$ cat config.mk
export PLATFORM = sky130hd
export DESIGN_NAME = zint_arb_flat
export DESIGN_NICKNAME = d
export VERILOG_FILES = /design/src/rtl/zint_arb_if.sv /design/src/rtl/zint_arb.sv /design/src/flat_wrapper.sv
export SDC_FILE = /design/constraint.sdc
export NUM_CORES = 1
export LEC_CHECK = 0
export CAP_MARGIN = 5
export CORE_ASPECT_RATIO = 1.4
export CORE_MARGIN = 1.5
export CORE_UTILIZATION = 55
export DETAILED_ROUTE_END_ITERATION = 16
export DONT_BUFFER_PORTS = 1
export GPL_TIMING_DRIVEN = 0
export PLACE_DENSITY = 0.73
export SKIP_LAST_GASP = 1
export SLEW_MARGIN = 20
export SYNTH_ARGS = -nofsm -noshare
export SYNTH_HDL_FRONTEND = slang
export SYNTH_SLANG_ARGS = --single-unit
export TNS_END_PERCENT = 20
$ cat constraint.sdc
create_clock -name clk -period 1.7 [get_ports clk]
set_input_delay 0.255 -clock clk [delete_from_list [all_inputs] [get_ports clk]]
set_output_delay 0.255 -clock clk [all_outputs]
set_load 0.03 [all_outputs]
$ cat src/rtl/zint_arb_if.sv
// Bus bundle between the ports block, the ZX INT arbiter and the open-drain zint_n driver.
// The arbiter uses the slave modport; whatever drives requests, enables and acks uses master.
interface zint_arb_if;
    logic       w5300_int_n;
    logic       sl811_intrq;
    logic       ena_w5300_int;
    logic       ena_sl811_int;
    logic       ena_zxbus_int;
    logic       ack_stb;
    logic [1:0] ack_mask;
    logic [1:0] pending;
    logic [1:0] src;
    logic       int_active;
    logic       internal_int;

    modport master (
        output w5300_int_n, sl811_intrq,
        output ena_w5300_int, ena_sl811_int, ena_zxbus_int,
        output ack_stb, ack_mask,
        input  pending, src, int_active, internal_int
    );

    modport slave (
        input  w5300_int_n, sl811_intrq,
        input  ena_w5300_int, ena_sl811_int, ena_zxbus_int,
        input  ack_stb, ack_mask,
        output pending, src, int_active, internal_int
    );
endinterface

$ cat src/rtl/zint_arb.sv
// zint_arb: shares the single ZX-bus INT line between the W5300 and SL811 interrupts.
// Requests are synchronised and edge-detected into pending bits; a round-robin FSM
// drives a fixed-width INT pulse followed by a mandatory re-arm gap.
module zint_arb #(
    parameter int PULSE_CYC = 32,
    parameter int GAP_CYC   = 256,
    parameter int CNT_W     = 9
) (
    input  logic       clk,
    input  logic       rst_n,
    zint_arb_if.slave  bus
);

    typedef enum logic [1:0] {
        IDLE  = 2'd0,
        PULSE = 2'd1,
        GAP   = 2'd2
    } state_t;

    localparam logic [CNT_W-1:0] C_PULSE_LOAD = CNT_W'(PULSE_CYC - 1);
    localparam logic [CNT_W-1:0] C_GAP_LOAD   = CNT_W'(GAP_CYC - 1);

    logic [1:0]       w_req;
    logic [1:0]       w_ena;
    logic [1:0]       w_rise;
    logic [1:0]       w_ack_clr;
    logic [1:0]       w_pending_nxt;
    logic             w_settled;
    logic             w_grant;

    logic [1:0]       r_sync1;
    logic [1:0]       r_sync2;
    logic [1:0]       r_hist;
    logic [1:0]       r_settle;
    logic [1:0]       r_pending;
    logic [1:0]       r_src;
    logic             r_last;
    logic             r_int_active;
    logic [CNT_W-1:0] r_cnt;
    state_t           r_state;

    // Bit 0 is the W5300, bit 1 the SL811; both normalised to active-high.
    assign w_req = {bus.sl811_intrq, ~bus.w5300_int_n};
    assign w_ena = {bus.ena_sl811_int, bus.ena_w5300_int};

    // After reset the synchroniser and history flops start at 0, so a request held
    // through reset would look like a rising edge once it reaches sync2. Edges are
    // ignored until hist has caught up with sync2 (three clocks after reset).
    assign w_settled = (r_settle == 2'd3);
    assign w_rise    = r_sync2 & ~r_hist & {2{w_settled}};

    // Disable clears a bit unconditionally; otherwise a new edge beats a coincident ack.
    assign w_ack_clr     = {2{bus.ack_stb}} & bus.ack_mask;
    assign w_pending_nxt = w_ena & (w_rise | (r_pending & ~w_ack_clr));

    // On a tie serve the source that did not get the previous pulse.
    assign w_grant = (r_pending == 2'b11) ? ~r_last : r_pending[1];

    // Two-flop synchroniser, history flop and the post-reset settle counter.
    always_ff @(posedge clk) begin
        if (!rst_n) begin
            r_sync1  <= 2'b00;
            r_sync2  <= 2'b00;
            r_hist   <= 2'b00;
            r_settle <= 2'd0;
        end else begin
            r_sync1 <= w_req;
            r_sync2 <= r_sync1;
            r_hist  <= r_sync2;
            if (!w_settled) begin
                r_settle <= r_settle + 2'd1;
            end
        end
    end

    // Pending request latches, set by a request edge and cleared by ack or disable.
    always_ff @(posedge clk) begin
        if (!rst_n) begin
            r_pending <= 2'b00;
        end else begin
            r_pending <= w_pending_nxt;
        end
    end

    // Pulse/gap FSM with round-robin grant; INT and src are registered here.
    always_ff @(posedge clk) begin
        if (!rst_n) begin
            r_state      <= IDLE;
            r_cnt        <= '0;
            r_last       <= 1'b1;
            r_src        <= 2'b00;
            r_int_active <= 1'b0;
        end else begin
            case (r_state)
                IDLE: begin
                    if (bus.ena_zxbus_int && (|r_pending)) begin
                        r_cnt        <= C_PULSE_LOAD;
                        r_src        <= w_grant ? 2'b10 : 2'b01;
                        r_last       <= w_grant;
                        r_int_active <= 1'b1;
                        r_state      <= PULSE;
                    end
                end
                PULSE: begin
                    if (!bus.ena_zxbus_int || (r_cnt == '0)) begin
                        r_cnt        <= C_GAP_LOAD;
                        r_int_active <= 1'b0;
                        r_state      <= GAP;
                    end else begin
                        r_cnt <= r_cnt - 1'b1;
                    end
                end
                GAP: begin
                    if (r_cnt == '0) begin
                        r_state <= IDLE;
                    end else begin
                        r_cnt <= r_cnt - 1'b1;
                    end
                end
                default: begin
                    r_state      <= IDLE;
                    r_int_active <= 1'b0;
                end
            endcase
        end
    end

    assign bus.pending      = r_pending;
    assign bus.src          = r_src;
    assign bus.int_active   = r_int_active;
    assign bus.internal_int = |r_pending;

endmodule

$ cat src/flat_wrapper.sv
// flat-port wrapper written by rule: the top's interface ports become plain ports
module zint_arb_flat 
#(
    parameter int PULSE_CYC = 32,
    parameter int GAP_CYC   = 256,
    parameter int CNT_W     = 9
)
  (clk, rst_n, bus_w5300_int_n, bus_sl811_intrq, bus_ena_w5300_int, bus_ena_sl811_int, bus_ena_zxbus_int, bus_ack_stb, bus_ack_mask, bus_pending, bus_src, bus_int_active, bus_internal_int);
  zint_arb_if bus_i ();
  input  logic clk;
  input  logic rst_n;
  input wire logic [$bits(bus_i.w5300_int_n)-1:0] bus_w5300_int_n;
  input wire logic [$bits(bus_i.sl811_intrq)-1:0] bus_sl811_intrq;
  input wire logic [$bits(bus_i.ena_w5300_int)-1:0] bus_ena_w5300_int;
  input wire logic [$bits(bus_i.ena_sl811_int)-1:0] bus_ena_sl811_int;
  input wire logic [$bits(bus_i.ena_zxbus_int)-1:0] bus_ena_zxbus_int;
  input wire logic [$bits(bus_i.ack_stb)-1:0] bus_ack_stb;
  input wire logic [$bits(bus_i.ack_mask)-1:0] bus_ack_mask;
  output wire logic [$bits(bus_i.pending)-1:0] bus_pending;
  output wire logic [$bits(bus_i.src)-1:0] bus_src;
  output wire logic [$bits(bus_i.int_active)-1:0] bus_int_active;
  output wire logic [$bits(bus_i.internal_int)-1:0] bus_internal_int;
  assign bus_i.w5300_int_n = bus_w5300_int_n;
  assign bus_i.sl811_intrq = bus_sl811_intrq;
  assign bus_i.ena_w5300_int = bus_ena_w5300_int;
  assign bus_i.ena_sl811_int = bus_ena_sl811_int;
  assign bus_i.ena_zxbus_int = bus_ena_zxbus_int;
  assign bus_i.ack_stb = bus_ack_stb;
  assign bus_i.ack_mask = bus_ack_mask;
  assign bus_pending = bus_i.pending;
  assign bus_src = bus_i.src;
  assign bus_int_active = bus_i.int_active;
  assign bus_internal_int = bus_i.internal_int;
  zint_arb #(.PULSE_CYC(PULSE_CYC), .GAP_CYC(GAP_CYC), .CNT_W(CNT_W)) u_core (.clk(clk), .rst_n(rst_n), .bus(bus_i));
endmodule
==> results of run 1 <==
cells in the mapped netlist (all sizes together):
| cell type | instances |
|---|---|
| dfxtp | 25 |
| o21ai | 18 |
| nand2 | 11 |
| inv | 10 |
| nor2 | 10 |
| and2 | 8 |
| a21oi | 7 |
| ha | 7 |
| a21boi | 4 |
| nor2b | 4 |
| nor3 | 4 |
| o211a | 4 |
| a31oi | 3 |
| a32oi | 3 |
| clkbuf | 3 |
| nand3 | 3 |
| a21o | 2 |
| and3 | 2 |
| mux2i | 2 |
| nor3b | 2 |
| nor4 | 2 |
| nor4b | 2 |
| o221a | 2 |
| a211o | 1 |
| a211oi | 1 |
| a22oi | 1 |
| a311o | 1 |
| a41oi | 1 |
| nand2b | 1 |
| nand4 | 1 |
| or2 | 1 |
| or3 | 1 |
| or3b | 1 |
| xnor2 | 1 |
power by group through the flow:
stage	Clock, W	Sequential (W)	Combinational, W
after global placement	0	0.000631	0.0000814
after global routing	0.000303	0.000623	0.000116
after CTS	0.000275	0.000619	0.0000941
final	0.000278	0.000620	0.000105
after detailed placement	0	0.000632	0.0000852
after floorplan	0	0.000629	0.0000691
flip-flops by register name (all words and copies together), names as in the netlist:
register	cells
u_core.r_cnt	9
u_core.bus.pending	2
u_core.bus.src	2
u_core.r_hist	2
u_core.r_settle	2
u_core.r_state	2
u_core.r_sync1	2
u_core.r_sync2	2
u_core.bus.int_active	1
u_core.r_last	1
kinds of logic (layout without fill, tap and decap cells):
| kind of cell | after synthesis | count (layout) | share of synthesized area (%) |
|---|---|---|---|
| XOR/XNOR | 1 | 1 | 0.676 |
| AO/OA/AOI/OAI | 48 | 48 | 25.1 |
| adder cells (fa/ha/maj) | 7 | 7 | 6.76 |
| flip-flops | 25 | 25 | 38.6 |
| AND/OR/NAND/NOR | 53 | 53 | 23.6 |
| multiplexers | 2 | 2 | 1.54 |
| buffers and inverters | 13 | 26 | 3.76 |
worst reg2reg max path, cell delays in order (launching register included):
cell and delay (ns):
dfxtp_2 0.35, inv_2 0.06, ha_2 0.17, nor4b_4 0.19, buf_4 0.19, nand2_2 0.07, buf_4 0.13, a311o_2 0.37
o211a_1 0.12
routing by layer:
metal  up-vias  GRT usage [%]  share of wire, %
met5         -              0                 0
met4         0           13.0               4.7
met3        17           3.87               3.6
met2        39           44.5                54
met1       565           26.9                38
li1        565              -                 -
path summary, 6_finish.rpt:
| kind | from | endpoint | slack, ns | cells after the start |
|---|---|---|---|---|
| min reg2reg | u_core.r_sync1[0]$_SDFF_PN0_ | u_core.r_sync2[0]$_SDFF_PN0_ | 0.47 | 1 |
| max reg2reg | u_core.r_cnt[0]$_SDFFE_PN0P_ | u_core.bus.int_active$_SDFFE_PN0P_ | -0.04 | 8 |
| min | bus_ena_sl811_int | u_core.bus.pending[1]$_SDFF_PN0_ | 0.02 | 2 |
| max | u_core.r_cnt[0]$_SDFFE_PN0P_ | u_core.bus.int_active$_SDFFE_PN0P_ | -0.04 | 8 |
final cells by class:
type / instances / area [sq um]
inverter: 10 / 37.5
timing repair buffer: 9 / 73.8
buffer: 3 / 11.3
fill: 182 / 662
multi-input combinational: 111 / 857
tap: 22 / 27.5
sequential: 25 / 507
clock buffer: 4 / 26.3
what timing repair did:
action,CTS,global route
endpoints found under the setup margin,11,10
hold buffers,1,0
buffers inserted,3,5
resized for setup,11,23
endpoints found under the hold margin,1,0
pin swaps,2,6
per-stage QoR:
step           hold slack [ns]  instance area, sq um  instances
2_1_floorplan            0.327                  1300        149
3_3_place_gp             0.330                  1320        171
3_5_place_dp             0.335                  1320        171
4_1_cts                 0.0150                  1420        179
5_1_grt                0.00585                  1540        184
6_report                0.0159                  1540        184
==> results.toml, run 1 <==
[die]
fp.coreArea_sq_mm = 0.00220
start_util_pct = 58.9
die_y_um = 60.4
io_pins = 16
die_w_um = 44.0
die_area_sq_mm = 0.00266
rows = 20

[sta]
worst_slew_pin_slew_ns = 0.515
setup_ws_ns = -0.0355
grt_setup_unrepaired = "true"
setup_viol = 2
min_period_ns = 1.74
slew_violations = 0
fmax_mhz = 576
setup_tns_ns = -0.0395
max-slew-margin-rel_pct = 65.4
post-route-period-util_pct = 102
finalHoldViolCount = 0
clock_skew_ns = 0.00453

[hold_path]
hold_path_class = "primary input to register"

[synthesis]
synth_cell_type_count = 40
netlist_area_sq_mm = 0.00130
yosys_warnings = 0
synth_area_leaders = "dfxtp_1 39%, ha_1 6.8%, o21ai_0 6.6%, and2_1 3.9%, o211a_1 3.1%"
netlist_instances = 149
synth_seq_cells = 25
yosysSeqAreaShare_pct = 38.6
yosysTopAreaCell = "dfxtp_1"
syn_nets = 166
synth_top_area_share_pct = 38.6
syn_avg_cell_area_sq_um = 8.70

[setup_path]
crit_chain = "inv_2, ha_2, nor4b_4, buf_4, nand2_2, buf_4, a311o_2, o211a_1"
worstPathMaxFanout = 4
crit_path_max_incr_delay_ns = 0.37
crit_path_top_delay_cell = "a311o_2"
startpoint_type = "register"
cp_num_buf_inv = 3
worst-setup-path-type = "register to register"
cp_data_required_time_ns = 1.93
end_kind = "register"
path_common_cell = "buf_4"
cp_top_family = "compound AO/OA/AOI/OAI gates"
cp.arrival_ns = 1.97

[grt]
grt_pass1_wl_mm = 4.90
grtUsageTotal_pct = 24.5
antenna_found_initial = 0
overflow = 0
grt_pass1_vias = 1136
grt_max_degree = 14

[cts]
clkTransAtPathRegs_ns = 0.14
numCtsBuffers = 3
htree_levels = 1
cts_sinks = 25
clockRootBuffer = "clkbuf_4"
clk_latency_ns = 0.32
cts_buffer_depth = 2
cts_tree = "yes"

[run]
maxCapViolations = 0

[power_and_ir_drop]
p_int_w = 0.000750
power_frac_clock_pct = 27.7
ir_worst_vdd_mv = 0.558
switchingPower_w = 0.000253
seqPwrFrac_pct = 61.8
combPwrFrac_pct = 10.4
finalPower_w = 0.00100
power.density_mw_per_mm2 = 651
power_switching_share_pct = 25.2
p_leak_nw = 0.644

[routing]
drt_wl_total_mm = 3.09
initialDrtViolationCount = 25
route.detailed.drc = 0
viasPerCell = 6.45
dr.pass1.iters = 4
vias = 1186
ant_nets = 0
wl_per_cell_um = 16.8

[cells_and_area]
final_common_cell = "dfxtp_1"
antenna_cells = 0
nets = 180
final_cell_mix = "20 x dfxtp_1, 14 x o21ai_0, 9 x nand2_1"
final_util_pct = 69.9
syn_to_final_growth_pct = 18.8
drive_gt1_share_pct = 27.8

[run_status]
status = "complete, but fails checks"
violations = "negative setup slack"

[place]
port_buffers = 0
dp_slack_ns = -0.270
place.gp.congestion = 0.806
dp_hpwl_mm = 2.05
(Power assumes the default switching activity.)
==> run 2, diff against run 1 <==
--- a/config.mk
+++ b/config.mk
@@ -7,7 +7,7 @@
 export LEC_CHECK = 0
 export CAP_MARGIN = 5
 export CORE_ASPECT_RATIO = 1.4
-export CORE_MARGIN = 1.5
+export CORE_MARGIN = 1
 export CORE_UTILIZATION = 55
 export DETAILED_ROUTE_END_ITERATION = 16
 export DONT_BUFFER_PORTS = 1
==> results.toml, run 2 (synthesis results as in run 1) <==
[die]
fp.coreArea_sq_mm = 0.00220
start_util_pct = 58.9
die_area_sq_mm = 0.00256
die_w_um = 43.0
die_y_um = 59.4
io_pins = 16
rows = 20

[routing]
drt_wl_total_mm = 3.11
viasPerCell = 6.59
ant_nets = 0
vias = 1220
wl_per_cell_um = 16.8
dr.pass1.iters = 4
initialDrtViolationCount = 41
route.detailed.drc = 0

[cells_and_area]
largest_reg_flops = 9
syn_to_final_growth_pct = 20.4
nets = 181
final_cells = 185
drive_gt1_share_pct = 25.2
antenna_cells = 0
top_register = "u_core.r_cnt"
final_common_cell = "dfxtp_1"
final_util_pct = 70.9
final_cell_mix = "21 x dfxtp_1, 14 x o21ai_0, 9 x nand2_1"

[cts]
clk_latency_ns = 0.34
cts_buffer_depth = 2
cts_tree = "yes"
clockRootBuffer = "clkbuf_4"
numCtsBuffers = 3
cts_sinks = 25
htree_levels = 1
clkTransAtPathRegs_ns = 0.14

[sta]
setup_ws_ns = -0.0389
min_period_ns = 1.74
post-route-period-util_pct = 102
fmax_mhz = 575
clock_skew_ns = 0.00817
slew_violations = 0
finalHoldViolCount = 0
setup_viol = 3
max-slew-margin-rel_pct = 65.1
worst_slew_pin_slew_ns = 0.520
grt_setup_unrepaired = "true"

[setup_path]
cp_data_required_time_ns = 1.95
reg2reg_slack_ns = -0.04
end_kind = "register"
cp.arrival_ns = 1.99
worst-setup-path-type = "register to register"
startpoint_type = "register"
reg2regPathDepth = 7
worstPathMaxFanout = 4

[grt]
grt_pass1_wl_mm = 4.72
antenna_found_initial = 0
overflow = 0
grt_pass1_vias = 1095
grtUsageTotal_pct = 24.0
grt_max_degree = 15

[power_and_ir_drop]
switchingPower_w = 0.000264
power_frac_clock_pct = 28.2
p_int_w = 0.000746
p_leak_nw = 0.661
ir_worst_vdd_mv = 0.564
seqPwrFrac_pct = 61.2
power.density_mw_per_mm2 = 647
combPwrFrac_pct = 10.6
power_switching_share_pct = 26.1

[place]
port_buffers = 0
dp_hpwl_mm = 2.06
place.gp.congestion = 0.804
place_inst = 171

[hold_path]
hold_path_class = "primary input to register"
whs_path_depth = 2

[run]
maxCapViolations = 0

[run_status]
violations = "negative setup slack"
status = "complete, but fails checks"
-- run 2: path summary, 6_finish.rpt --
| check | start | endpoint |
|---|---|---|
| min | bus_ena_sl811_int | u_core.bus.pending[1]$_SDFF_PN0_ |
| min reg2reg | u_core.r_sync1[1]$_SDFF_PN0_ | u_core.r_sync2[1]$_SDFF_PN0_ |
| max reg2reg | u_core.r_cnt[1]$_SDFFE_PN0P_ | u_core.bus.int_active$_SDFFE_PN0P_ |
| max | u_core.r_cnt[1]$_SDFFE_PN0P_ | u_core.bus.int_active$_SDFFE_PN0P_ |
-- run 2: worst max-delay path: stages, from the launching register on --
cell	delay, ns
dfxtp_4	0.38
inv_4	0.07
ha_4	0.12
nor4b_4	0.35
nand2_2	0.11
buf_6	0.14
a311o_2	0.35
o211a_1	0.12
-- run 2: repair_timing --
action	in CTS	in global routing
gates resized for setup	10	26
hold buffers	1	1
pin swaps	2	11
setup buffers	2	6
endpoints found under the hold margin	1	1
setup endpoints to repair	11	10
-- run 2: area by class of cell --
| class | instances | area [sq um] |
|---|---|---|
| Fill cell | 176 | 642 |
| Clock buffer | 3 | 22.5 |
| Clock inverter | 1 | 5.00 |
| Sequential cell | 25 | 510 |
| Timing Repair Buffer | 10 | 83.8 |
| Buffer | 3 | 11.3 |
| Tap cell | 22 | 27.5 |
| Inverter | 10 | 42.5 |
| Multi-Input combinational cell | 111 | 857 |
-- run 2: power by group through the flow --
stage | Sequential, W | Combinational [W] | Clock [W]
global route | 0.000621 | 0.000120 | 0.000307
finish | 0.000618 | 0.000107 | 0.000285
CTS | 0.000620 | 0.0000927 | 0.000282
detailed placement | 0.000632 | 0.0000853 | 0
global placement | 0.000631 | 0.0000814 | 0
floorplan | 0.000629 | 0.0000691 | 0
-- run 2: metrics by stage --
step	power (W)	TNS (ns)	setup WS [ns]	hold slack, ns	cell area [sq um]
after floorplan	0.000698	0	0.0269	0.327	1300
after global placement	0.000712	-1.52	-0.289	0.330	1320
after detailed placement	0.000718	-1.60	-0.279	0.337	1320
after CTS	0.000994	0	0.00464	0.00880	1410
after global routing	0.00105	-0.921	-0.126	0.000484	1560
final	0.00101	-0.0690	-0.0389	0.00604	1560
-- run 2: routing by layer --
layer	wire (um)	vias up	global-route usage, %
met2	1780	41	46.8
met5	0	-	0
li1	-	568	-
met3	139	5	2.13
met1	1160	606	26.2
met4	38	0	9.09
==> run 3, diff against run 2 <==
--- a/config.mk
+++ b/config.mk
@@ -9,6 +9,7 @@
 export CORE_ASPECT_RATIO = 1.4
 export CORE_MARGIN = 1
 export CORE_UTILIZATION = 55
+export CTS_CLUSTER_SIZE = 24
 export DETAILED_ROUTE_END_ITERATION = 16
 export DONT_BUFFER_PORTS = 1
 export GPL_TIMING_DRIVEN = 0
==> results of run 3 <==
Final layout, timing and power as in run 2 (identical DEF).
